<file path="config.mk">
export PLATFORM = sky130hd
export DESIGN_NAME = array_scan_reader
export DESIGN_NICKNAME = d
export VERILOG_FILES = /design/src/rtl/array_scan_reader.sv
export SDC_FILE = /design/constraint.sdc
export NUM_CORES = 1
export LEC_CHECK = 0
export ABC_AREA = 1
export ABC_CLOCK_PERIOD_IN_PS = 4300
export CAP_MARGIN = 30
export CORE_MARGIN = 3
export CORE_UTILIZATION = 40
export CTS_BUF_LIST = sky130_fd_sc_hd__clkbuf_8
export CTS_CLUSTER_SIZE = 12
export DETAILED_ROUTE_END_ITERATION = 7
export GPL_ROUTABILITY_DRIVEN = 0
export MAX_ROUTING_LAYER = met4
export PLACE_DENSITY = 0.69
export SYNTH_ARGS = -nofsm -noshare
export SYNTH_HDL_FRONTEND = slang
export SYNTH_SLANG_ARGS = --single-unit
</file>
<file path="constraint.sdc">
create_clock -name clk -period 4.3 [get_ports clk]
set_clock_uncertainty 0.1 [all_clocks]
set_input_delay 0.43 -clock clk [delete_from_list [all_inputs] [get_ports clk]]
set_output_delay 0.43 -clock clk [all_outputs]
set_load 0.01 [all_outputs]
</file>
<file path="src/rtl/array_scan_reader.sv">
// array_scan_reader: DEPTH x WIDTH register array with a side write port and a scanner that streams
// entries lo..min(hi,DEPTH-1) over valid/ready. Optional build macro: ARRAY_SCAN_SKIP_ZERO_EN.
module array_scan_reader #(
  parameter int WIDTH = 4,
  parameter int DEPTH = 4,
  localparam int AW = $clog2(DEPTH)
) (
  input  logic             clk,
  input  logic             rst_n,
  input  logic             wr_en,
  input  logic [AW-1:0]    wr_addr,
  input  logic [WIDTH-1:0] wr_data,
  input  logic             start,
  input  logic [AW:0]      lo,
  input  logic [AW:0]      hi,
  output logic             busy,
  output logic             out_valid,
  input  logic             out_ready,
  output logic [AW-1:0]    out_addr,
  output logic [WIDTH-1:0] out_data,
  output logic             out_last,
  output logic             done
);

  typedef enum logic [1:0] {IDLE, RUN, HOLD, DONE} state_t;

  localparam logic [AW:0] TOP_IDX   = (AW+1)'(DEPTH - 1);
  localparam logic [AW:0] DEPTH_IDX = (AW+1)'(DEPTH);

  state_t           state_q;
  logic [AW:0]      i_q;
  logic [AW:0]      hi_q;
  logic             busy_q;
  logic             out_valid_q;
  logic [AW-1:0]    out_addr_q;
  logic [WIDTH-1:0] out_data_q;
  logic             out_last_q;
  logic             done_q;
  logic [WIDTH-1:0] mem_q [DEPTH];

  always_ff @(posedge clk or negedge rst_n) begin
    if (!rst_n) begin
      for (int k = 0; k < DEPTH; k++) mem_q[k] <= '0;
    end else begin
      for (int k = 0; k < DEPTH; k++) begin
        if (wr_en && (wr_addr == AW'(k))) mem_q[k] <= wr_data;
      end
    end
  end

  // In IDLE the bounds come straight from the request, so the first beat loads on the start edge.
  logic [AW:0]      cur_i;
  logic [AW:0]      cur_hi;
  logic [AW:0]      last_idx;
  logic [WIDTH-1:0] cur_data;
  logic             entry_ok;
  logic             do_load;
  logic             skip_cur;
  logic             beat_last;

  always_comb begin
    cur_i    = (state_q == IDLE) ? lo : i_q;
    cur_hi   = (state_q == IDLE) ? hi : hi_q;
    last_idx = (cur_hi > TOP_IDX) ? TOP_IDX : cur_hi;
    cur_data = mem_q[cur_i[AW-1:0]];
    entry_ok = (lo <= hi) && (lo < DEPTH_IDX);
    do_load  = (state_q == RUN) || ((state_q == IDLE) && start && entry_ok);
  end

`ifdef ARRAY_SCAN_SKIP_ZERO_EN
  logic [DEPTH-1:0] nz_after;
  for (genvar gi = 0; gi < DEPTH; gi++) begin : g_nz
    localparam logic [AW:0] IDX = (AW+1)'(gi);
    assign nz_after[gi] = (IDX > cur_i) && (IDX <= last_idx) && (mem_q[gi] != '0);
  end
  assign skip_cur  = (cur_data == '0);
  assign beat_last = ~|nz_after;
`else
  assign skip_cur  = 1'b0;
  assign beat_last = (cur_i == last_idx);
`endif

  always_ff @(posedge clk or negedge rst_n) begin
    if (!rst_n) begin
      state_q     <= IDLE;
      i_q         <= '0;
      hi_q        <= '0;
      busy_q      <= 1'b0;
      out_valid_q <= 1'b0;
      out_addr_q  <= '0;
      out_data_q  <= '0;
      out_last_q  <= 1'b0;
      done_q      <= 1'b0;
    end else begin
      done_q <= 1'b0;
      case (state_q)
        IDLE: begin
          if (start) begin
            hi_q <= hi;
            i_q  <= lo;
            if (!entry_ok) begin
              state_q <= DONE;
              done_q  <= 1'b1;
            end
          end
        end
        HOLD: begin
          if (out_ready) begin
            out_valid_q <= 1'b0;
            if (out_last_q) begin
              state_q <= DONE;
              done_q  <= 1'b1;
              busy_q  <= 1'b0;
            end else begin
              i_q     <= i_q + 1'b1;
              state_q <= RUN;
            end
          end
        end
        DONE:    state_q <= IDLE;
        default: ;
      endcase

      if (do_load) begin
        if (skip_cur) begin
          if (cur_i == last_idx) begin
            state_q <= DONE;
            done_q  <= 1'b1;
            busy_q  <= 1'b0;
          end else begin
            i_q     <= cur_i + 1'b1;
            state_q <= RUN;
            busy_q  <= 1'b1;
          end
        end else begin
          i_q         <= cur_i;
          out_valid_q <= 1'b1;
          out_addr_q  <= cur_i[AW-1:0];
          out_data_q  <= cur_data;
          out_last_q  <= beat_last;
          state_q     <= HOLD;
          busy_q      <= 1'b1;
        end
      end
    end
  end

  assign busy      = busy_q;
  assign out_valid = out_valid_q;
  assign out_addr  = out_addr_q;
  assign out_data  = out_data_q;
  assign out_last  = out_last_q;
  assign done      = done_q;

endmodule

</file>
### Word-level counts from Yosys, hierarchy flattened

Index checks and enable logic that the tools add are counted.
Widths: inputs -> output; s select.

* eq/ne operators: 11
* bitwise logic cells: 1
* reductions and logical operators: 20
* magnitude comparators: 4
* multiplexer cells: 29
* add/subtract/negate cells: 1

Operator list (number)
* $mux 3: 7
* $ne 3x3->1 const B: 4
* $mux 1: 11
* $mux 2: 5
* $bmux 4 s2: 1
* $eq 2x2->1 const B: 4
* $mux 4: 2
* $reduce_and 4->1: 2
* $logic_and 1x1->1: 7
* $pmux 2 s3: 1
* $pmux 3 s2: 1
* $reduce_bool 2->1: 3
* $eq 2x1->1 const B: 2
* $logic_not 2->1: 2
* $reduce_and 2->1: 2
* $reduce_bool 4->1: 1
* $add 3x1->3 const B: 1
* $eq 3x3->1: 1
* $ge 3x3->1 const B: 1
* $gt 3x2->1 const B: 1
* $le 3x3->1: 1
* $lt 3x3->1 const B: 1
* $not 2->3: 1
* $reduce_and 3->1: 1
* other kinds (3): 3

* register bits after elaboration: 34
* word-level logic and storage cells: 79
* output and inout port bits: 10

### Logic depth before layout (Yosys ltp)

Gate-level depths: netlist (run 1).

* depth in word-level cells: 6
* depth in mapped cells: 12

### Worst setup path after synthesis (run 1)

OpenSTA, ideal clock, no wires.

* path type: input to register
* start: in hi[2]
* end: reg out_last_q (netlist: out_last)
* setup time: 0.121 ns
* data arrival time: 1.408 ns
* path slack: 2.671 ns
* data required time: 4.079 ns
* stages: 10
* cells stage by stage: inv_1 > ha_1 > a21oi_1 > nand2_1 > nand2_1 > nand3_2 > nand2_4 > inv_2 > nand2_1 > o21ai_1

* longest elaborated chain between the ends: 4
* elaborated cells between the ends (all ways): 8
* those cells by class: 2 x order compare; 1 x eq/ne; 2 x mux; 3 x reduce/logical

Ends and longest elaborated chain
* start: declaration: RTL line 15 `input logic [AW:0] hi,`
* $mux 3 or $le 3x3->1 (tied branches): RTL line 63, 66
* $gt 3x2->1 or $logic_and 1x1->1 (tied branches): RTL line 64, 66
* $mux 3 or $logic_and 1x1->1 (tied branches): RTL line 64, 67
* $eq 3x3->1 or $logic_or 1x1->1 (tied branches)
* end signal: assignment: RTL line 140 `out_last_q <= beat_last;`
* end: declaration: RTL line 37 `logic out_last_q;`

Parallel ways exist; a longest one is shown, timed or not.
A chain may end at the register's enable or synchronous reset.

### Worst setup path in the final report (run 1)

Ends and elaborated chain as after synthesis.

==> results.txt, run 1 <==
----------------------------------------------------
[Critical path]
  R2R Path Start ... state_q[1]
  Highest fanout seen on the critical path ... 9
  Number of cells traversed by the worst register-to-register path ... 9
  Critical path capture point type ... flip-flop
  Destination of the worst register-to-register timing path ... out_data[3]
  Cell seen most often among critical-path stages ... sky130_fd_sc_hd__nand2_1
  Worst path max stage delay ... 450 ps
  Startpoint types ... input port
  Setup slack of the most critical reg-to-reg path ... 2600 ps
  Termination of the worst setup path ... out_last
  Beginning of the critical path ... hi[2]
  WP data arrival ... a little over 2000 ps
  Classification of the worst setup path ... input port to flip-flop
  Chain of cells forming the critical path ... clkdlybuf4s50_1, inv_1, ha_1, a21oi_1, nand2_1, nand2_1, nand3_2, nand2_4, inv_2, nand2_1, o21ai_1
  CP Data Required Time ... 4370 ps
  Critical path's slowest cell ... sky130_fd_sc_hd__clkdlybuf4s50_1

[Global route]
  Antenna violations before repair ... 0
  Via count of the first global-routing pass ... 1379
  Remaining Overflow, GRT ... 0
  Global-route wire length before repair ... about 6000 um
  Pin count of the biggest net entering global routing ... 35
  Overall Global Routing Usage ... 15.5%

[Route]
  Final Routed Wirelength ... between 3000 and 4000 um
  DRT Pass-1 Iters ... 4
  Count of vias placed by the detailed router ... 1470
  Vias per cell ... 4.76
  Initial drt markers ... 97
  Number of nets with antenna violations after detailed routing ... 0
  Routed wire per std cell ... 11.2 um
  Residual DRC ... 0

[Final layout]
  Final Net Count ... 279
  Most common library cell in the layout ignoring fill and taps ... sky130_fd_sc_hd__nand2_1
  Post-Route Utilization ... 52.6%
  Fill cells ... a little over 400
  Layout-stage area growth over the synthesis result ... 23.6%
  Share of post-route cells with drive strength above 1 ... 5.79%
  Antenna Diode Count ... 0
  Commonest non-fill, non-tap cells in the layout ... sky130_fd_sc_hd__nand2_1, sky130_fd_sc_hd__inv_1, sky130_fd_sc_hd__dfrtp_1

[Yosys]
  Average cell area after synthesis ... between 7 and 8 sq um
  Dominant combinational cell family by area after synthesis ... simple AND/OR/NAND/NOR gates
  Gate count of the mapped netlist ... 225
  Cell variety after synth ... 18
  Register bit count reported by yosys ... 34
  Fraction of the mapped netlist area in compound gates ... 14.1%
  Area fraction in and, or, nand and nor cells after synthesis ... 25.4%
  Fraction of synthesized cell area in xor and xnor cells ... 0.503%
  Synth warnings ... 0
  Share of synthesized area occupied by flip-flops and latches ... 48.9%
  Adder and majority cell fraction of the synthesized area ... 2.88%
  Cell type with the largest total area after synthesis ... sky130_fd_sc_hd__dfrtp_1
  Yosys top cell area share ... between 40% and 50%
  Net count of the mapped netlist ... 246
  Top area cells in the synthesized netlist ... sky130_fd_sc_hd__dfrtp_1, sky130_fd_sc_hd__nand2_1, sky130_fd_sc_hd__o21ai_0
  Fraction of synthesized area in multiplexers ... 0%
  Post-synthesis cell area ... 1740 sq um

[CTS]
  Clock sinks ... 34
  CTS tree ... done
  H-tree depth ... 2
  Post-CTS repair timing setup buffer count ... 0
  Clock buffer depth ... 2
  Number of cells upsized or downsized after cts ... 0
  Root Driver ... sky130_fd_sc_hd__clkbuf_8
  CTS hold repair buffers ... 0
  CTS clock-pin slew for the worst setup and hold paths ... 70 ps
  Clk_lat worst skew ... roughly 280 ps
  Num CTS Buffers ... 5

[Worst hold path]
  Worst hold-check path type ... flip-flop to flip-flop

[Timing]
  FMAX ... approximately 0.51 GHz
  Final-report setup violation count ... 0
  Actual transition at the worst max-transition pin ... around 640 ps
  Setup repair after global routing missed its margin ... no
  Number of pins exceeding their max-slew limit in the final report ... 0
  Slew margin rel. ... 57.6%
  Aggregate negative setup slack ... 0 ps
  Post-Route Hold Slack ... roughly 380 ps
  Post-layout minimum cycle time ... 1950 ps
  Final cycle utilization of the critical path ... 45.3%
  Hold Violations, Final ... 0

[Floorplanning]
  Row cnt ... 23
  Floorplan core area ... 4090 sq um
  Effective utilization at floorplan ... between 40 and 50%
  Number of ports placed on the die boundary ... 27
  Die Span X ... approximately 72 um
  DIE AREA ... ~5200 sq um
  Die Y-Extent ... 72.0 um

[Power]
  Leak pwr ... 1.11 nW
  Peak supply drop ... between 0.0002 and 0.0003 V
  Power per unit of standard cell area ... approximately 640 nW/um^2
  Pwr Total ... 1.37 mW

[Placement]
  Port bufs ... 26
  Post-DP HPWL ... around 2600 um

[Status]
  Outcome ... completed

[Flow run]
  Max Cap Violations ... 0

----------------------------------------------------
per-layer routing:
layer	part of all wire (%)	global-route usage, %
met1	50	19.2
met2	44	23.3
met3	4.8	5.40
met4	1.6	6.05
met5	0	-
worst max-delay path, delay by kind of cell:
kind	cells	cell delay [ps]
compound gates	2	190
fa+ha+maj	1	300
buf+inv	3	600
simple gates	5	490
cell usage after synthesis:
library cell               number
sky130_fd_sc_hd__nor2_4         2
sky130_fd_sc_hd__nand2_4        1
sky130_fd_sc_hd__o22ai_1        1
sky130_fd_sc_hd__inv_1         33
sky130_fd_sc_hd__inv_2          2
sky130_fd_sc_hd__o211ai_1       8
sky130_fd_sc_hd__o21ai_0       29
sky130_fd_sc_hd__o21ai_2        1
sky130_fd_sc_hd__nand3_2        1
sky130_fd_sc_hd__o21ai_1        1
sky130_fd_sc_hd__buf_6          1
sky130_fd_sc_hd__ha_1           4
sky130_fd_sc_hd__xor2_1         1
sky130_fd_sc_hd__nor2_1         3
sky130_fd_sc_hd__a21oi_1        4
sky130_fd_sc_hd__nand3_1       13
sky130_fd_sc_hd__dfrtp_1       34
sky130_fd_sc_hd__nand2_1       86
where the power goes:
part | switching (mW) | internal [mW] | leakage [nW]
sequential | 0.0660 | 0.423 | 0.421
clock | 0.113 | 0.127 | 0.0524
combinational | 0.383 | 0.255 | 0.635
total | 0.562 | 0.805 | 1.11
kinds of logic after synthesis:
family,Yosys count
adders and majority gates,4
AOI/OAI and AO/OA,44
xor gates and xnor gates,1
DFF,34
and+or+nand+nor,106
buffers and inverters,36
worst min-delay path by stage:
stage	end	slack, ps	start	depth (start not counted)
after floorplan	busy	30	rst_n	0
after global placement	mem_q[11]	370	mem_q[11]	2
after detailed placement	out_addr[1]	360	out_addr[1]	2
after CTS	out_addr[1]	380	out_addr[1]	2
after global routing	mem_q[13]	400	mem_q[13]	2
final	out_addr[0]	380	out_addr[0]	2
state kept, by name, indices dropped and copies added (netlist names):
| signal | count |
|---|---|
| i_q | 3 |
| out_addr | 2 |
| out_last | 1 |
| mem_q | 16 |
| busy | 1 |
| done | 1 |
| hi_q | 3 |
| out_valid | 1 |
| state_q | 2 |
| out_data | 4 |
per-stage QoR:
step	setup WS [ps]	instances	cell area, sq um
2_1_floorplan	2670	225	1740
3_3_place_gp	2120	301	2060
3_5_place_dp	2060	301	2060
4_1_cts	2350	309	2150
5_1_grt	2170	309	2150
6_report	2350	309	2150
layout make-up:
class                   count  area, sq um  area share [%]
repair buffers             27          268            12.4
flip-flops and latches     34          851            39.6
clock buffers               6         82.6            3.84
well taps                  50         62.6            2.91
multi-input cells         155          747            34.7
clock inverters             2         8.76           0.407
inverters                  35          131            6.11
(Power assumes the default switching activity.)
==> inputs of run 2 (changes only) <==
--- a/config.mk
+++ b/config.mk
@@ -6,7 +6,7 @@
 export NUM_CORES = 1
 export LEC_CHECK = 0
 export ABC_AREA = 1
-export ABC_CLOCK_PERIOD_IN_PS = 4300
+export ABC_CLOCK_PERIOD_IN_PS = 1850
 export CAP_MARGIN = 30
 export CORE_MARGIN = 3
 export CORE_UTILIZATION = 40
==> constraint.sdc (replaced) <==
create_clock -name clk -period 1.85 [get_ports clk]
set_clock_uncertainty 0.1 [all_clocks]
set_input_delay 0.185 -clock clk [delete_from_list [all_inputs] [get_ports clk]]
set_output_delay 0.185 -clock clk [all_outputs]
set_load 0.01 [all_outputs]
==> results.txt, run 2 (synthesis gave the netlist of run 1 again) <==
----------------------------------------------------
[Critical path]
  R2R Path Start ... state_q[0] (was state_q[1])
  Startpoint types ... flip-flop (was input port)
  CP Data Required Time ... 1930 ps (was 4370 ps)
  Critical path capture point type ... flip-flop (unchanged)
  Beginning of the critical path ... state_q[0] (was hi[2])
  Highest fanout seen on the critical path ... 18 (was 9)
  Classification of the worst setup path ... flip-flop to flip-flop (was input port to flip-flop)
  WP data arrival ... 1750 ps (was 2020 ps)

[Power]
  Leak pwr ... 1.15 nW (was 1.11 nW)
  Power per unit of standard cell area ... 1470 nW/um^2 (was 636 nW/um^2)
  Pwr Total ... 3.26 mW (was 1.37 mW)
  Peak supply drop ... 0.000678 V (was 0.000271 V)

[Route]
  Final Routed Wirelength ... 3610 um (was 3460 um)
  Routed wire per std cell ... 11.4 um (was 11.2 um)
  Count of vias placed by the detailed router ... 1517 (was 1470)
  Vias per cell ... 4.79 (was 4.76)
  DRT Pass-1 Iters ... 4 (unchanged)
  Residual DRC ... 0 (unchanged)
  Number of nets with antenna violations after detailed routing ... 0 (unchanged)
  Initial drt markers ... 81 (was 97)

[Floorplanning]
  Effective utilization at floorplan ... 42.6% (unchanged)
  Die Y-Extent ... 72.0 um (unchanged)
  Floorplan core area ... 4090 sq um (unchanged)
  Die Span X ... 72.0 um (unchanged)
  Number of ports placed on the die boundary ... 27 (unchanged)
  DIE AREA ... 5180 sq um (unchanged)
  Row cnt ... 23 (unchanged)

[Final layout]
  Layout-stage area growth over the synthesis result ... 27.5% (was 23.6%)
  Post-route cell area ... 2220 sq um (was 2150 sq um)
  Antenna Diode Count ... 0 (unchanged)
  Most common library cell in the layout ignoring fill and taps ... sky130_fd_sc_hd__nand2_1 (unchanged)
  Register with the most flip-flops ... mem_q (unchanged)
  Area used by multi-input combinational logic ... 754 sq um (was 747 sq um)
  Final Net Count ... 287 (was 279)
  Sequential cell area ... 851 sq um (unchanged)
  Commonest non-fill, non-tap cells in the layout ... sky130_fd_sc_hd__nand2_1, sky130_fd_sc_hd__inv_1, sky130_fd_sc_hd__dfrtp_1 (unchanged)
  Share of post-route cells with drive strength above 1 ... 8.61% (was 5.79%)
  Flip-flop count of the largest register after layout ... 16 (unchanged)
  Fill cells ... 409 (was 404)

[Timing]
  Aggregate negative setup slack ... 0 ps (unchanged)
  Setup repair after global routing missed its margin ... no (unchanged)
  Slew margin rel. ... 69.5% (was 57.6%)
  Actual transition at the worst max-transition pin ... 455 ps (was 637 ps)
  Post-layout minimum cycle time ... 1680 ps
  Final cycle utilization of the critical path ... between 90% and 100%
  FMAX ... 0.597 GHz
  Hold Violations, Final ... 0 (unchanged)
  Number of pins exceeding their max-slew limit in the final report ... 0 (unchanged)
  Final-report setup violation count ... 0 (unchanged)
  Post-Route Hold Slack ... 205 ps (was 380 ps)

[CTS]
  Num CTS Buffers ... 5 (unchanged)
  Root Driver ... sky130_fd_sc_hd__clkbuf_8 (unchanged)
  Clock sinks ... 34 (unchanged)
  Post-CTS repair timing setup buffer count ... 0 (unchanged)
  Clk_lat worst skew ... 290 ps (was 280 ps)
  Clock buffer depth ... 2 (unchanged)
  H-tree depth ... 2 (unchanged)
  CTS tree ... done (unchanged)
  CTS clock-pin slew for the worst setup and hold paths ... 70 ps (about the same)

[Placement]
  Post-DP HPWL ... 2660 um (was 2590 um)
  Total placed instance area ... 2120 sq um (was 2060 sq um)
  Port bufs ... 26 (unchanged)

[Global route]
  Via count of the first global-routing pass ... 1404 (was 1379)
  Pin count of the biggest net entering global routing ... 35 (unchanged)
  Global-route wire length before repair ... 6240 um (was 5980 um)
  Antenna violations before repair ... 0 (unchanged)
  Overall Global Routing Usage ... 16.1% (was 15.5%)
  Remaining Overflow, GRT ... 0 (unchanged)

[Status]
  Outcome ... completed (unchanged)

[Flow run]
  Max Cap Violations ... 0 (unchanged)

[Worst hold path]
  Worst hold-check path type ... input port to asynchronous set/reset pin (was flip-flop to flip-flop)

----------------------------------------------------
## run 2: cell types whose count changed in the layout (fill, tap and decap cells not counted)
| cell | before | now |
|---|---|---|
| sky130_fd_sc_hd__buf_4 | 1 | 9 |
| sky130_fd_sc_hd__o21ai_2 | 1 | 0 |
| sky130_fd_sc_hd__o21ai_4 | 0 | 1 |
## run 2: layer usage
metal,up-vias,routed length [um],GRT usage (%),share of wire [%]
li1,800,-,-,-
met5,-,0,-,0
met1,685,1750,20.2,48
met3,6,152,4.71,4.2
met4,0,55,6.47,1.5
met2,26,1660,24.6,46
## run 2: cell type report
class	instances	share of cell area (%)
Clock inverter	2	0.395
Inverter	35	5.92
Timing Repair Buffer	35	14.8
Clock buffer	6	3.72
Multi-Input combinational cell	155	34.0
Sequential cell	34	38.4
Tap cell	50	2.82
## run 2: repair_timing
action / CTS / global route
resized for setup: 0 / 1
hold buffers: 0 / 0
endpoints found under the setup margin: 0 / 3
## run 2: path summary, 6_finish.rpt
| path | endpoint | slack [ps] | depth (start not counted) |
|---|---|---|---|
| setup / recovery | out_last | 170 | 8 |
| hold / removal | done | 200 | 2 |
| setup reg to reg | out_last | 170 | 8 |
| hold reg to reg | out_addr[1] | 370 | 2 |
| max in group asynchronous | mem_q[10] | 1130 | 2 |
| min in group clk | out_addr[1] | 370 | 2 |
## run 2: worst max-delay path: stages (launching register included)
cell and delay (ps):
sky130_fd_sc_hd__dfrtp_1 430, sky130_fd_sc_hd__nor2_4 250, sky130_fd_sc_hd__nand2_1 150, sky130_fd_sc_hd__o21ai_4 210, sky130_fd_sc_hd__inv_1 130, sky130_fd_sc_hd__nand2_1 90, sky130_fd_sc_hd__nand2_1 50, sky130_fd_sc_hd__nand3_1 80
sky130_fd_sc_hd__o21ai_1 70
## run 2: metrics by stage
stage	setup slack (ps)	util, %	cells
2_1_floorplan	394	-	225
3_3_place_gp	-52.8	51.9	309
3_5_place_dp	-86.8	51.9	309
4_1_cts	124	54.1	317
5_1_grt	1.34	54.3	317
6_report	175	54.3	317
## run 2: report_power, final
part           total [mW]  leakage (nW)  internal [mW]  switching [mW]
sequential           1.14         0.421          0.983           0.157
combinational        1.56         0.675          0.638           0.918
clock               0.560        0.0524          0.294           0.265
total                3.26          1.15           1.92            1.34
